### src/rtl/xfer_scheduler.sv
`default_nettype none
// ============================================================================
//  Module      : xfer_scheduler
//  Description : Pops CDBs from the ifq submission queue, decodes BSM_WRITE /
//                BSM_READ, sequences one xfer_buffer<->tbm transfer per 4 KB
//                block and reports in-progress / done / error status to ifq.
//  Revision    : 1.0  initial release
// ============================================================================
module xfer_scheduler #(
  parameter int BLOCK_SHIFT = 12,
  parameter int MAX_BLOCKS  = 256,
  parameter int TIMEOUT     = 4096,
  parameter int ADDR_W      = 32
) (
  input  logic              clock_fpga,
  input  logic              reset,
  input  logic              sq_select,
  input  logic [255:0]      cmd_out,
  input  logic [7:0]        sq_index,
  output logic              sq_ack,
  output logic              xfer_buf_select,
  output logic              mwrite_enable,
  output logic [ADDR_W-1:0] tbm_address,
  input  logic              xfer_complete,
  output logic              status_update_enable,
  output logic [7:0]        cmdq_index,
  output logic [1:0]        status_code,
  output logic              busy
);

  localparam int TMR_W = $clog2(TIMEOUT) + 1;

  localparam logic [2:0] c_IDLE     = 3'd0;
  localparam logic [2:0] c_DECODE   = 3'd1;
  localparam logic [2:0] c_ANNOUNCE = 3'd2;
  localparam logic [2:0] c_ISSUE    = 3'd3;
  localparam logic [2:0] c_WAIT     = 3'd4;
  localparam logic [2:0] c_STATUS   = 3'd5;

  localparam logic [7:0]       c_OP_WRITE = 8'h40;
  localparam logic [7:0]       c_OP_READ  = 8'h30;
  localparam logic [1:0]       c_ST_DONE  = 2'b11;
  localparam logic [1:0]       c_ST_ERR   = 2'b10;
  localparam logic [1:0]       c_ST_PROG  = 2'b01;
  localparam logic [15:0]      c_MAX_BLK  = 16'(MAX_BLOCKS);
  localparam logic [TMR_W-1:0] c_TMO_LAST = TMR_W'(TIMEOUT - 1);

  logic [2:0]        r_state, w_state_d;
  logic [7:0]        r_opcode, w_opcode_d;
  logic [31:0]       r_lba, w_lba_d;
  logic [15:0]       r_blocks, w_blocks_d;
  logic [7:0]        r_tag, w_tag_d;
  logic [7:0]        r_slot, w_slot_d;
  logic [15:0]       r_blk_cnt, w_blk_cnt_d;
  logic [TMR_W-1:0]  r_timer, w_timer_d;
  logic [1:0]        r_final, w_final_d;
  logic              r_sq_ack, w_sq_ack_d;
  logic              r_xbs, w_xbs_d;
  logic              r_mwe, w_mwe_d;
  logic [ADDR_W-1:0] r_addr, w_addr_d;
  logic              r_sue, w_sue_d;
  logic [7:0]        r_cmdq, w_cmdq_d;
  logic [1:0]        r_code, w_code_d;

  logic        w_bad_cmd;
  logic        w_last_blk;
  logic [31:0] w_blk_lba;
  logic [63:0] w_shift;
  logic        w_unused;

  // Command classification and current block address (wraps at ADDR_W bits)
  assign w_bad_cmd  = ((r_opcode != c_OP_WRITE) && (r_opcode != c_OP_READ)) ||
                      (r_blocks > c_MAX_BLK);
  assign w_last_blk = ((r_blk_cnt + 16'd1) == r_blocks);
  assign w_blk_lba  = r_lba + {16'd0, r_blk_cnt};
  assign w_shift    = {32'd0, w_blk_lba} << BLOCK_SHIFT;
  assign w_unused   = ^{cmd_out, r_tag, w_shift};

  // State register
  always_ff @(posedge clock_fpga or negedge reset) begin
    if (!reset) r_state <= c_IDLE;
    else        r_state <= w_state_d;
  end

  // Next-state logic
  always_comb begin
    w_state_d = r_state;
    case (r_state)
      c_IDLE:     if (sq_select) w_state_d = c_DECODE;
      c_DECODE:   if (w_bad_cmd || (r_blocks == 16'd0)) w_state_d = c_STATUS;
                  else w_state_d = c_ANNOUNCE;
      c_ANNOUNCE: w_state_d = c_ISSUE;
      c_ISSUE:    w_state_d = c_WAIT;
      c_WAIT:     if (xfer_complete) w_state_d = w_last_blk ? c_STATUS : c_ISSUE;
                  else if (r_timer == c_TMO_LAST) w_state_d = c_STATUS;
      c_STATUS:   w_state_d = c_IDLE;
      default:    w_state_d = c_IDLE;
    endcase
  end

  // Output / datapath next values; outputs are registered so strobes land
  // one cycle after the state that decides them
  always_comb begin
    w_opcode_d  = r_opcode;
    w_lba_d     = r_lba;
    w_blocks_d  = r_blocks;
    w_tag_d     = r_tag;
    w_slot_d    = r_slot;
    w_blk_cnt_d = r_blk_cnt;
    w_timer_d   = r_timer;
    w_final_d   = r_final;
    w_sq_ack_d  = 1'b0;
    w_sue_d     = 1'b0;
    w_xbs_d     = r_xbs;
    w_mwe_d     = r_mwe;
    w_addr_d    = r_addr;
    w_cmdq_d    = r_cmdq;
    w_code_d    = r_code;
    case (r_state)
      c_IDLE: begin
        if (sq_select) begin
          w_opcode_d = cmd_out[7:0];
          w_lba_d    = cmd_out[63:32];
          w_blocks_d = cmd_out[111:96];
          w_tag_d    = cmd_out[127:120];
          w_slot_d   = sq_index;
          w_sq_ack_d = 1'b1;
        end
      end
      c_DECODE: begin
        if (w_bad_cmd)                  w_final_d   = c_ST_ERR;
        else if (r_blocks == 16'd0)     w_final_d   = c_ST_DONE;
        else                            w_blk_cnt_d = 16'd0;
      end
      c_ANNOUNCE: begin
        w_sue_d  = 1'b1;
        w_cmdq_d = r_slot;
        w_code_d = c_ST_PROG;
      end
      c_ISSUE: begin
        w_addr_d  = w_shift[ADDR_W-1:0];
        w_mwe_d   = (r_opcode == c_OP_WRITE);
        w_xbs_d   = 1'b1;
        w_timer_d = '0;
      end
      c_WAIT: begin
        if (xfer_complete) begin
          w_xbs_d     = 1'b0;
          w_blk_cnt_d = r_blk_cnt + 16'd1;
          if (w_last_blk) w_final_d = c_ST_DONE;
        end else if (r_timer == c_TMO_LAST) begin
          w_xbs_d   = 1'b0;
          w_final_d = c_ST_ERR;
        end else begin
          w_timer_d = r_timer + 1'b1;
        end
      end
      c_STATUS: begin
        w_sue_d  = 1'b1;
        w_cmdq_d = r_slot;
        w_code_d = r_final;
      end
      default: ;
    endcase
  end

  // Datapath and output registers
  always_ff @(posedge clock_fpga or negedge reset) begin
    if (!reset) begin
      r_opcode  <= '0;
      r_lba     <= '0;
      r_blocks  <= '0;
      r_tag     <= '0;
      r_slot    <= '0;
      r_blk_cnt <= '0;
      r_timer   <= '0;
      r_final   <= '0;
      r_sq_ack  <= 1'b0;
      r_sue     <= 1'b0;
      r_xbs     <= 1'b0;
      r_mwe     <= 1'b0;
      r_addr    <= '0;
      r_cmdq    <= '0;
      r_code    <= '0;
    end else begin
      r_opcode  <= w_opcode_d;
      r_lba     <= w_lba_d;
      r_blocks  <= w_blocks_d;
      r_tag     <= w_tag_d;
      r_slot    <= w_slot_d;
      r_blk_cnt <= w_blk_cnt_d;
      r_timer   <= w_timer_d;
      r_final   <= w_final_d;
      r_sq_ack  <= w_sq_ack_d;
      r_sue     <= w_sue_d;
      r_xbs     <= w_xbs_d;
      r_mwe     <= w_mwe_d;
      r_addr    <= w_addr_d;
      r_cmdq    <= w_cmdq_d;
      r_code    <= w_code_d;
    end
  end

  assign sq_ack               = r_sq_ack;
  assign xfer_buf_select      = r_xbs;
  assign mwrite_enable        = r_mwe;
  assign tbm_address          = r_addr;
  assign status_update_enable = r_sue;
  assign cmdq_index           = r_cmdq;
  assign status_code          = r_code;
  assign busy                 = (r_state != c_IDLE);

endmodule
`default_nettype wire

### config.mk
export PLATFORM = sky130hd
export DESIGN_NAME = xfer_scheduler
export DESIGN_NICKNAME = d
export VERILOG_FILES = /design/src/rtl/xfer_scheduler.sv
export SDC_FILE = /design/constraint.sdc
export NUM_CORES = 1
export LEC_CHECK = 0
export ABC_AREA = 0
export CAP_MARGIN = 20
export CORE_ASPECT_RATIO = 0.75
export CORE_MARGIN = 1.5
export CORE_UTILIZATION = 35
export DETAILED_ROUTE_END_ITERATION = 16
export DONT_BUFFER_PORTS = 1
export GPL_ROUTABILITY_DRIVEN = 0
export PLACE_DENSITY = 0.61
export SLEW_MARGIN = 20
export SYNTH_ARGS = -nofsm -noshare
export SYNTH_HDL_FRONTEND = slang
export SYNTH_SLANG_ARGS = --single-unit
export TNS_END_PERCENT = 30
### constraint.sdc
create_clock -name clock_fpga -period 5.9 [get_ports clock_fpga]
set_input_delay 1.475 -clock clock_fpga [delete_from_list [all_inputs] [get_ports clock_fpga]]
set_output_delay 1.475 -clock clock_fpga [all_outputs]
set_load 0.02 [all_outputs]
# After elaboration in Yosys (flattened, before gate mapping)

Index checks and enable logic that the tools add are counted.

Flip-flop bits (word level): 120
Bits of input ports: 268
Output and inout bits: 47
Logic and storage cells: 80

$add $sub $neg: 3
Order comparisons: 1
Equality and inequality tests: 19
Muxes and demuxes: 26
Reduce and logical (&&, ||, !) cells: 16

Operators by type and width:

| cell                                                                             | count |
|---|---|
| 16-bit 2-to-1 mux                                                                | 3 |
| 16-bit one-hot mux with 2 select lines                                           | 1 |
| 13-bit 2-to-1 mux                                                                | 2 |
| 13-bit one-hot mux with 2 select lines                                           | 1 |
| 20-bit by 16-bit adder with 20-bit output                                        | 1 |
| 16-bit by 1-bit adder with 16-bit output, second input constant                  | 1 |
| 16-bit == test                                                                   | 1 |
| 16-bit by 9-bit greater-than comparator with 1-bit output, second input constant | 1 |
| 16-bit logical NOT                                                               | 1 |
| 3-bit 2-to-1 mux                                                                 | 5 |
| 3-bit one-hot mux with 5 select lines                                            | 1 |
| 13-bit by 1-bit adder with 13-bit output, second input constant                  | 1 |
| 13-bit by 12-bit == test with 1-bit output, second input constant                | 1 |
| 2-bit != test, second input constant                                             | 6 |
| 2-bit 2-to-1 mux                                                                 | 5 |
| 3-bit != test, second input constant                                             | 3 |
| 8-bit by 7-bit == test with 1-bit output, second input constant                  | 1 |
| 8-bit by 6-bit != test with 1-bit output, second input constant                  | 1 |
| 8-bit by 7-bit != test with 1-bit output, second input constant                  | 1 |
| 2-bit one-hot mux with 2 select lines                                            | 2 |
| 4-bit AND reduction                                                              | 2 |
| 3-bit by 2-bit == test with 1-bit output, second input constant                  | 2 |
| 3-bit == test, second input constant                                             | 2 |
| 2-bit AND reduction                                                              | 3 |
| 10 further kinds                                                                 | 17 |

# Longest topological paths before layout

Gate-level depths: netlist (run 1).

Depth in word-level cells: 6
Mapped depth: 11
Mapped depth without buffers: 11

# Worst setup path before layout (run 1)

Ideal clock, no wire load.

Path type: input port to flip-flop
From: input port xfer_complete
To: register r_timer[6]
Setup time: 132 ps
Arrival: 2533 ps
Required time: 5768 ps
Slack: 3235 ps
Cell stages on the path: 7
Path buffers: 0
Path through: inv_1 o41ai_2 nor4b_2 and3_1 nand4_1 xor2_1 nor2_1

Longest elaborated chain between the ends: 2

RTL lines:

| what                          | line | RTL |
|---|---|---|
| start, declared               | 24   | `input logic xfer_complete,` |
| 2-bit != test (no line)       | n/a  |  |
| 3-bit AND reduction (no line) | n/a  |  |
| end signal, assigned          | 192  | `r_timer <= w_timer_d;` |
| end, declared                 | 55   | `logic [TMR_W-1:0] r_timer, w_timer_d;` |

No other way between the ends.
A chain may end at the register's enable or synchronous reset.

# Worst setup path after layout (run 1)

From: register r_state[1]
To: output port busy

Longest elaborated chain between the ends: 1

RTL lines:

| what                   | line | RTL |
|---|---|---|
| start, declared        | 48   | `logic [2:0] r_state, w_state_d;` |
| start signal, assigned | 81   | `if (!reset) r_state <= c_IDLE;` |
| start signal, assigned | 82   | `else r_state <= w_state_d;` |
| 3-bit nonzero test     | 211  | `assign busy = (r_state != c_IDLE);` |
| end, declared          | 28   | `output logic busy` |

No other way between the ends.

==> qor.csv, run 1 <==
stage,metric,value,unit
clock_network,clock-pin slew on the worst setup and hold paths,0.06,ns
timing,final hold vios,0,
clock_network,setup bufs post-CTS,0,
synth,sequential element share of the synthesized area,0.473,
timing,setup TNS,0,ns
synth,post-synthesis instance total,597,
global_routing,largest net degree at the start of global routing,121,
worst_setup_path,startpoint types,register,
synth,Synth Flop Type,dfrtp_1,
clock_network,clock sink count,120,
synth,share of the synthesized area in the top cell type,0.473,
finish,"commonest non-fill, non-tap cell in the layout",dfrtp_1,
timing,fin crit period,3.01,ns
worst_setup_path,Crit. End Element,primary output,
power_and_ir_drop,switching power,1.31,mW
timing,RSZ-0062 raised after global routing,no,
finish,Final Cell Area,7040,um^2
global_routing,Total GRT Usage,0.159,
synth,Post-Syn Area,6340,um^2
timing,# setup viols final,0,
floorplanning,Initial Utilization,0.358,
finish,# nets final,882,
floorplanning,Top Ports,315,
route,Pre-antenna DRT Iters,6,
power_and_ir_drop,Switching Share,0.366,
worst_setup_path,crit-path max cell delay,0.58,ns
worst_setup_path,"delay-heaviest family, CP",simple AND/OR/NAND/NOR gates,
worst_setup_path,CP max-delay cell,or3_1,
floorplanning,Rows,42,
clock_network,PostCTS Resize Cnt,0,
power_and_ir_drop,internal power component,2.27,mW
worst_setup_path,peak fanout along the critical path,16,
finish,layout cell share with drive strength beyond 1,0.175,
floorplanning,die width,158,um
placement,Inst Count DP,818,
worst_setup_path,WP data arrival,1.53,ns
clock_network,clk root buf,clkbuf_16,
power_and_ir_drop,Clock power frac,0.264,
finish,"Core Util, Final",0.398,
global_routing,initial antenna violation count,3,
floorplanning,Core ar.,17700,um^2
worst_setup_path,CP cell instances,or3_1,
hold_path,Min-Delay Path Class,register to register,
timing,Worst-Margin Slew,0.990,ns
placement,dpl hpwl,10400,um
timing,Tcrit/Tclk final,0.510,
power_and_ir_drop,Leak,3.01,nW
timing,Fmax,332,MHz
finish,Final Instance Count excl. Fillers,849,
synth,Yosys warnings,0,
route,routed wire length,14400,um
route,WL/cell,17.0,um
route,starting DRC count in detailed routing,241,
finish,ant diodes,0,
power_and_ir_drop,PD cells,508,nW/um^2
timing,Hold WS,0.494,ns
power_and_ir_drop,peak supply drop,0.000202,V
timing,Max-slew headroom,0.338,
worst_setup_path,critical path class,register to primary output,
power_and_ir_drop,Logic pwr share,0.297,
route,# DRC,0,
synth,"FFs w/ async S/R, synth",1.00,
power_and_ir_drop,Sequential Power Share,0.439,
placement,placed cell areas,6510,um^2
route,Antenna Nets Post-Route,0,
clock_network,CTS max path bufs,2,
route,vias,4371,
floorplanning,Die H,120,um
clock_network,TritonCTS buffer count,17,
worst_setup_path,Critical path buffers and inverters,0,
global_routing,global route total overflow,0,
outcome,outcome,"complete, no violations",
clock_network,CTS H-Tree Depth,4,
floorplanning,die area,18900,um^2
synth,Netlist cell types,69,
finish,Area Overhead vs Synth,11.0,%
finish,"commonest cells after routing, fill and taps aside","120 x dfrtp_1, 60 x nand2_1, 53 x mux2_2",
clock_network,CTS tree,done,
placement,port bufs,0,
flow_run,Max Cap Viol,0,
timing,"Slew Viols, Final",0,
global_routing,vias in the first global route,4414,
global_routing,first-pass GRT wire length,23300,um
worst_setup_path,CP Data Required Time,4.43,ns
synth,#FFs+latches synth,120,
route,DR vias/cell,5.15,
synth,leading area contributor after synthesis,dfrtp_1,
clock_network,hold_buf cts,0,
worst_setup_path,flop2flop setup slack,3.05,ns
synth,Avg Inst Size Synth,10.6,um^2
timing,clock skew,0.0131,ns
synth,Post-synth EDFFs,0,
synth,ranking of synthesized cells by area,"dfrtp_1 47%, mux2_2 9.4%, xnor2_1 4.0%",
clock_network,worst skew pair latency,0.41,ns
## power groups by stage
stage / clock network [mW] / logic (mW) / registers, mW
6_report: 0.944 / 1.06 / 1.57
2_1_floorplan: 0 / 0.933 / 1.46
3_5_place_dp: 0 / 1.06 / 1.59
3_3_place_gp: 0 / 1.03 / 1.57
5_1_grt: 1.00 / 1.19 / 1.63
4_1_cts: 0.963 / 1.07 / 1.58
## cells in the mapped netlist (all sizes together), types with 4 or more instances
library cell / n
o41ai: 4
and2: 5
a31oi: 4
nand4: 6
nor3: 8
nor4: 5
xnor2: 29
nor2: 39
o21ai: 52
and3: 7
nand3: 16
a21o: 7
o31ai: 8
dfrtp: 120
inv: 13
nand2: 60
or2: 4
xor2: 20
a21oi: 26
mux2: 58
nand2b: 6
buf: 23
and4: 4
nor2b: 4
ha: 18
a211oi: 9
nor3b: 4
clkbuf: 11
## final cells by class
cell class / instances / area, um^2
flip-flops and latches: 120 / 3000
fillers: 1721 / 10700
multi-input cells: 441 / 3140
inverters: 13 / 48.8
clock buffers: 22 / 454
repair buffers: 2 / 15.0
clock inverters: 9 / 77.6
well taps: 242 / 303
## metal layers
layer	global-route usage	vias to the layer above	share of wire
met5	0	-	0.0015
met4	0.0450	4	0.0072
met3	0.0679	17	0.092
met2	0.236	128	0.45
met1	0.211	2131	0.45
li1	-	2091	-
## state kept, by name, indices dropped and copies added (netlist names)
name	flops
r_blk_cnt	16
xfer_buf_select	1
r_slot	8
r_lba	20
r_state	3
sq_ack	1
tbm_address	20
status_code	2
mwrite_enable	1
r_final	2
cmdq_index	8
status_update_enable	1
r_timer	13
r_opcode	8
r_blocks	16
## per-stage QoR
stage	power (mW)	setup slack (ns)
after floorplan	2.39	3.23
after global placement	2.60	2.93
after detailed placement	2.66	2.92
after CTS	3.61	2.87
after global routing	3.82	2.79
final	3.58	2.89
## cell families (layout without fill, tap and decap cells)
kind of cell    after synthesis  in the layout  synth area share
fa+ha+maj                    19             19            0.0387
buf+inv                      47             46            0.0389
flops                       120            120             0.473
other cells                   1             12          0.000591
xor+xnor                     49             49            0.0677
simple gates                174            174             0.142
mux                          58             58             0.103
compound gates              129            129             0.136
## path summary, 6_finish.rpt
path                              start               to  cells past startpoint
max in group asynchronous         reset      r_opcode[3]                      0
max                          r_state[1]             busy                      1
max reg2reg                r_blk_cnt[0]  tbm_address[28]                     11
min in group asynchronous         reset       r_timer[8]                      0
min reg2reg                  r_final[1]       r_final[1]                      1
min                          r_final[1]       r_final[1]                      1
(Power assumes the default switching activity.)
==> run 2, diff against run 1 <==
Settings changed: PLACE_DENSITY 0.61 to 0.63.
Clock period 5.9 ns to 2.7 ns, I/O delays scaled along.
==> run 2 against run 1 <==
Utilization grew 1.6 points. Largest power group unchanged. Sequential share of layout area shrank 1.7 points. Clock-buffer cell count shrank 2. Die area is the same. Sequential power grew 120%. Critical path type is now register to register. Design area grew 4.1%. Non-clock buffer count grew 19. First-iteration DRC count grew 9.5%. Global-route usage grew 0.11 points. Clock power grew to 2.5 times the previous value. The flow now finishes with violations (hold timing).
==> qor.csv, run 2 (synthesized netlist as in run 1, its figures left out) <==
stage,metric,value,unit,change
route,Pre-antenna DRT Iters,5,,was 6
global_routing,largest net degree at the start of global routing,121,,unchanged
hold_path,Min-Delay Path Class,input pin to asynchronous set/reset pin,,was register to register
finish,# nets final,901,,was 882
finish,multi-input logic area,3170,um^2,was 3140 um^2
worst_setup_path,Critical path buffers and inverters,1,,was 0
timing,Hold WS,-0.0484,ns,was 0.494 ns
timing,final hold vios,61,,was 0
clock_network,TritonCTS buffer count,17,,unchanged
worst_setup_path,reg2reg path depth,10,,was 11
worst_setup_path,crit-path max cell delay,0.41,ns,was 0.58 ns
route,starting DRC count in detailed routing,264,,was 241
worst_setup_path,critical path class,register to register,,was register to primary output
worst_setup_path,Critical Path End,tbm_address[28],,was busy
timing,Fmax,389,MHz,
finish,layout cell share with drive strength beyond 1,0.214,,was 0.175
floorplanning,Rows,42,,unchanged
placement,port bufs,0,,unchanged
power_and_ir_drop,power after layout,8.31,mW,was 3.58 mW
route,DR vias/cell,5.16,,was 5.15
finish,"commonest cells after routing, fill and taps aside","120 x dfrtp_1, 60 x nand2_1, 53 x mux2_2",,unchanged
worst_setup_path,peak fanout along the critical path,3,,was 16
finish,Area Overhead vs Synth,15.5,%,was 11.0%
route,Antenna Nets Post-Route,0,,unchanged
clock_network,CTS max path bufs,2,,unchanged
clock_network,clk root buf,clkbuf_16,,unchanged
timing,# setup viols final,0,,unchanged
floorplanning,die area,18900,um^2,unchanged
global_routing,initial antenna violation count,4,,was 3
worst_setup_path,Crit. End Element,register,,was primary output
timing,"Slew Viols, Final",0,,unchanged
worst_setup_path,Reg-to-Reg Start,r_blk_cnt[0],,unchanged
timing,Tcrit/Tclk final,0.952,,
power_and_ir_drop,peak supply drop,0.000509,V,was 0.000202 V
worst_setup_path,WP data arrival,2.87,ns,was 1.53 ns
floorplanning,Core ar.,17700,um^2,unchanged
route,routed wire length,14400,um,about the same
timing,fin crit period,2.57,ns,
clock_network,worst skew pair latency,0.41,ns,about the same
global_routing,Total GRT Usage,0.160,,was 0.159
timing,setup TNS,0,ns,unchanged
worst_setup_path,CP cell instances,ha_1 > inv_1 > fa_1 > nor2b_2 > o31a_1 > o21ai_2 > a31oi_2 > a41oi_2 > a21bo_2 > o311ai_1,,was or3_1
worst_setup_path,reg-to-reg endpoint,tbm_address[28],,unchanged
floorplanning,Top Ports,315,,unchanged
worst_setup_path,Critical Path Start,r_blk_cnt[0],,was r_state[1]
global_routing,global route total overflow,0,,unchanged
route,vias,4486,,"was 4,371"
placement,placed cell areas,6660,um^2,was 6510 um^2
finish,FF/Latch Area,3000,um^2,unchanged
outcome,failing checks,hold timing,,
timing,Max-slew headroom,0.556,,was 0.338
clock_network,CTS tree,done,,unchanged
worst_setup_path,startpoint types,register,,unchanged
power_and_ir_drop,PD cells,1130,nW/um^2,was 508 nW/um^2
worst_setup_path,CP max-delay cell,fa_1,,was or3_1
global_routing,first-pass GRT wire length,23300,um,about the same
finish,Final Cell Area,7330,um^2,was 7040 um^2
clock_network,clock-pin slew on the worst setup and hold paths,0.06,ns,about the same
global_routing,vias in the first global route,4519,,"was 4,414"
power_and_ir_drop,Leak,3.15,nW,was 3.01 nW
worst_setup_path,CP Data Required Time,3.00,ns,was 4.43 ns
worst_setup_path,flop2flop setup slack,0.13,ns,was 3.05 ns
placement,dpl hpwl,10600,um,"was 10,400 um"
timing,Worst-Margin Slew,0.666,ns,was 0.990 ns
floorplanning,die width,158,um,unchanged
finish,"commonest non-fill, non-tap cell in the layout",dfrtp_1,,unchanged
worst_setup_path,CP Depth,10,,was 1
clock_network,CTS H-Tree Depth,4,,unchanged
route,WL/cell,16.5,um,was 17.0 um
worst_setup_path,"delay-heaviest family, CP",compound AO/OA/AOI/OAI gates,,was simple AND/OR/NAND/NOR gates
route,# DRC,0,,unchanged
timing,clock skew,0.0108,ns,was 0.0131 ns
flow_run,Max Cap Viol,0,,unchanged
finish,fillers,1694,,"was 1,721"
floorplanning,Initial Utilization,0.358,,unchanged
outcome,outcome,finished with violations,,"was complete, no violations"
floorplanning,Die H,120,um,unchanged
clock_network,clock sink count,120,,unchanged
==> run 2: changes by cell type in the layout (fill, tap and decap cells not counted), sizes merged <==
cell,delta
buf,+19
bufinv,+3
clkbuf,-2
clkinv,-2
clkinvlp,+1
diode,+1
==> run 2: what timing repair did <==
action | in CTS | in global routing
endpoints found under the hold margin | 120 | 120
endpoints found under the setup margin | 1 | 6
buffers inserted | 0 | 1
gates resized for setup | 2 | 5
cloned | 0 | 0
pin swaps | 1 | 2
==> run 2: worst min-delay path by stage <==
| stage | to | from | slack, ns | cells after the start |
|---|---|---|---|---|
| after floorplan | cmdq_index[0] | reset | 0.38 | 0 |
| after detailed placement | r_timer[9] | reset | 0.38 | 0 |
| after global routing | tbm_address[12] | reset | -0.07 | 0 |
| final | sq_ack | reset | -0.05 | 0 |
| after global placement | r_timer[10] | reset | 0.38 | 0 |
| after CTS | r_lba[2] | reset | -0.06 | 0 |
==> run 2: power by group <==
part | leakage, nW | total, mW | switching [mW] | internal (mW)
combinational | 1.36 | 2.50 | 1.23 | 1.27
clock | 0.294 | 2.40 | 0.816 | 1.59
sequential | 1.50 | 3.40 | 0.885 | 2.52
==> run 2: area by class of cell <==
type | count | share of cell area
Antenna cell | 1 | 0.000342
Clock buffer | 20 | 0.0623
Clock inverter | 11 | 0.0236
Inverter | 13 | 0.00666
Multi-Input combinational cell | 441 | 0.433
Sequential cell | 120 | 0.410
Tap cell | 242 | 0.0413
Timing Repair Buffer | 21 | 0.0232
==> run 2: metal layers <==
metal / global-route usage / up-vias / wire, um
met4: 0.0426 / 6 / 167
met2: 0.239 / 122 / 6350
met1: 0.207 / 2195 / 6440
li1: - / 2139 / -
met3: 0.0766 / 24 / 1390
met5: 0 / - / 37
==> run 2: per-stage QoR <==
stage	hold slack, ns	util	std cells	setup WS (ns)
6_report	-0.0484	0.414	869	0.130
5_1_grt	-0.0680	0.414	868	-0.000146
3_3_place_gp	0.382	0.376	836	0.147
2_1_floorplan	0.379	-	608	0.307
4_1_cts	-0.0612	0.412	867	0.00856
3_5_place_dp	0.382	0.376	836	0.0219
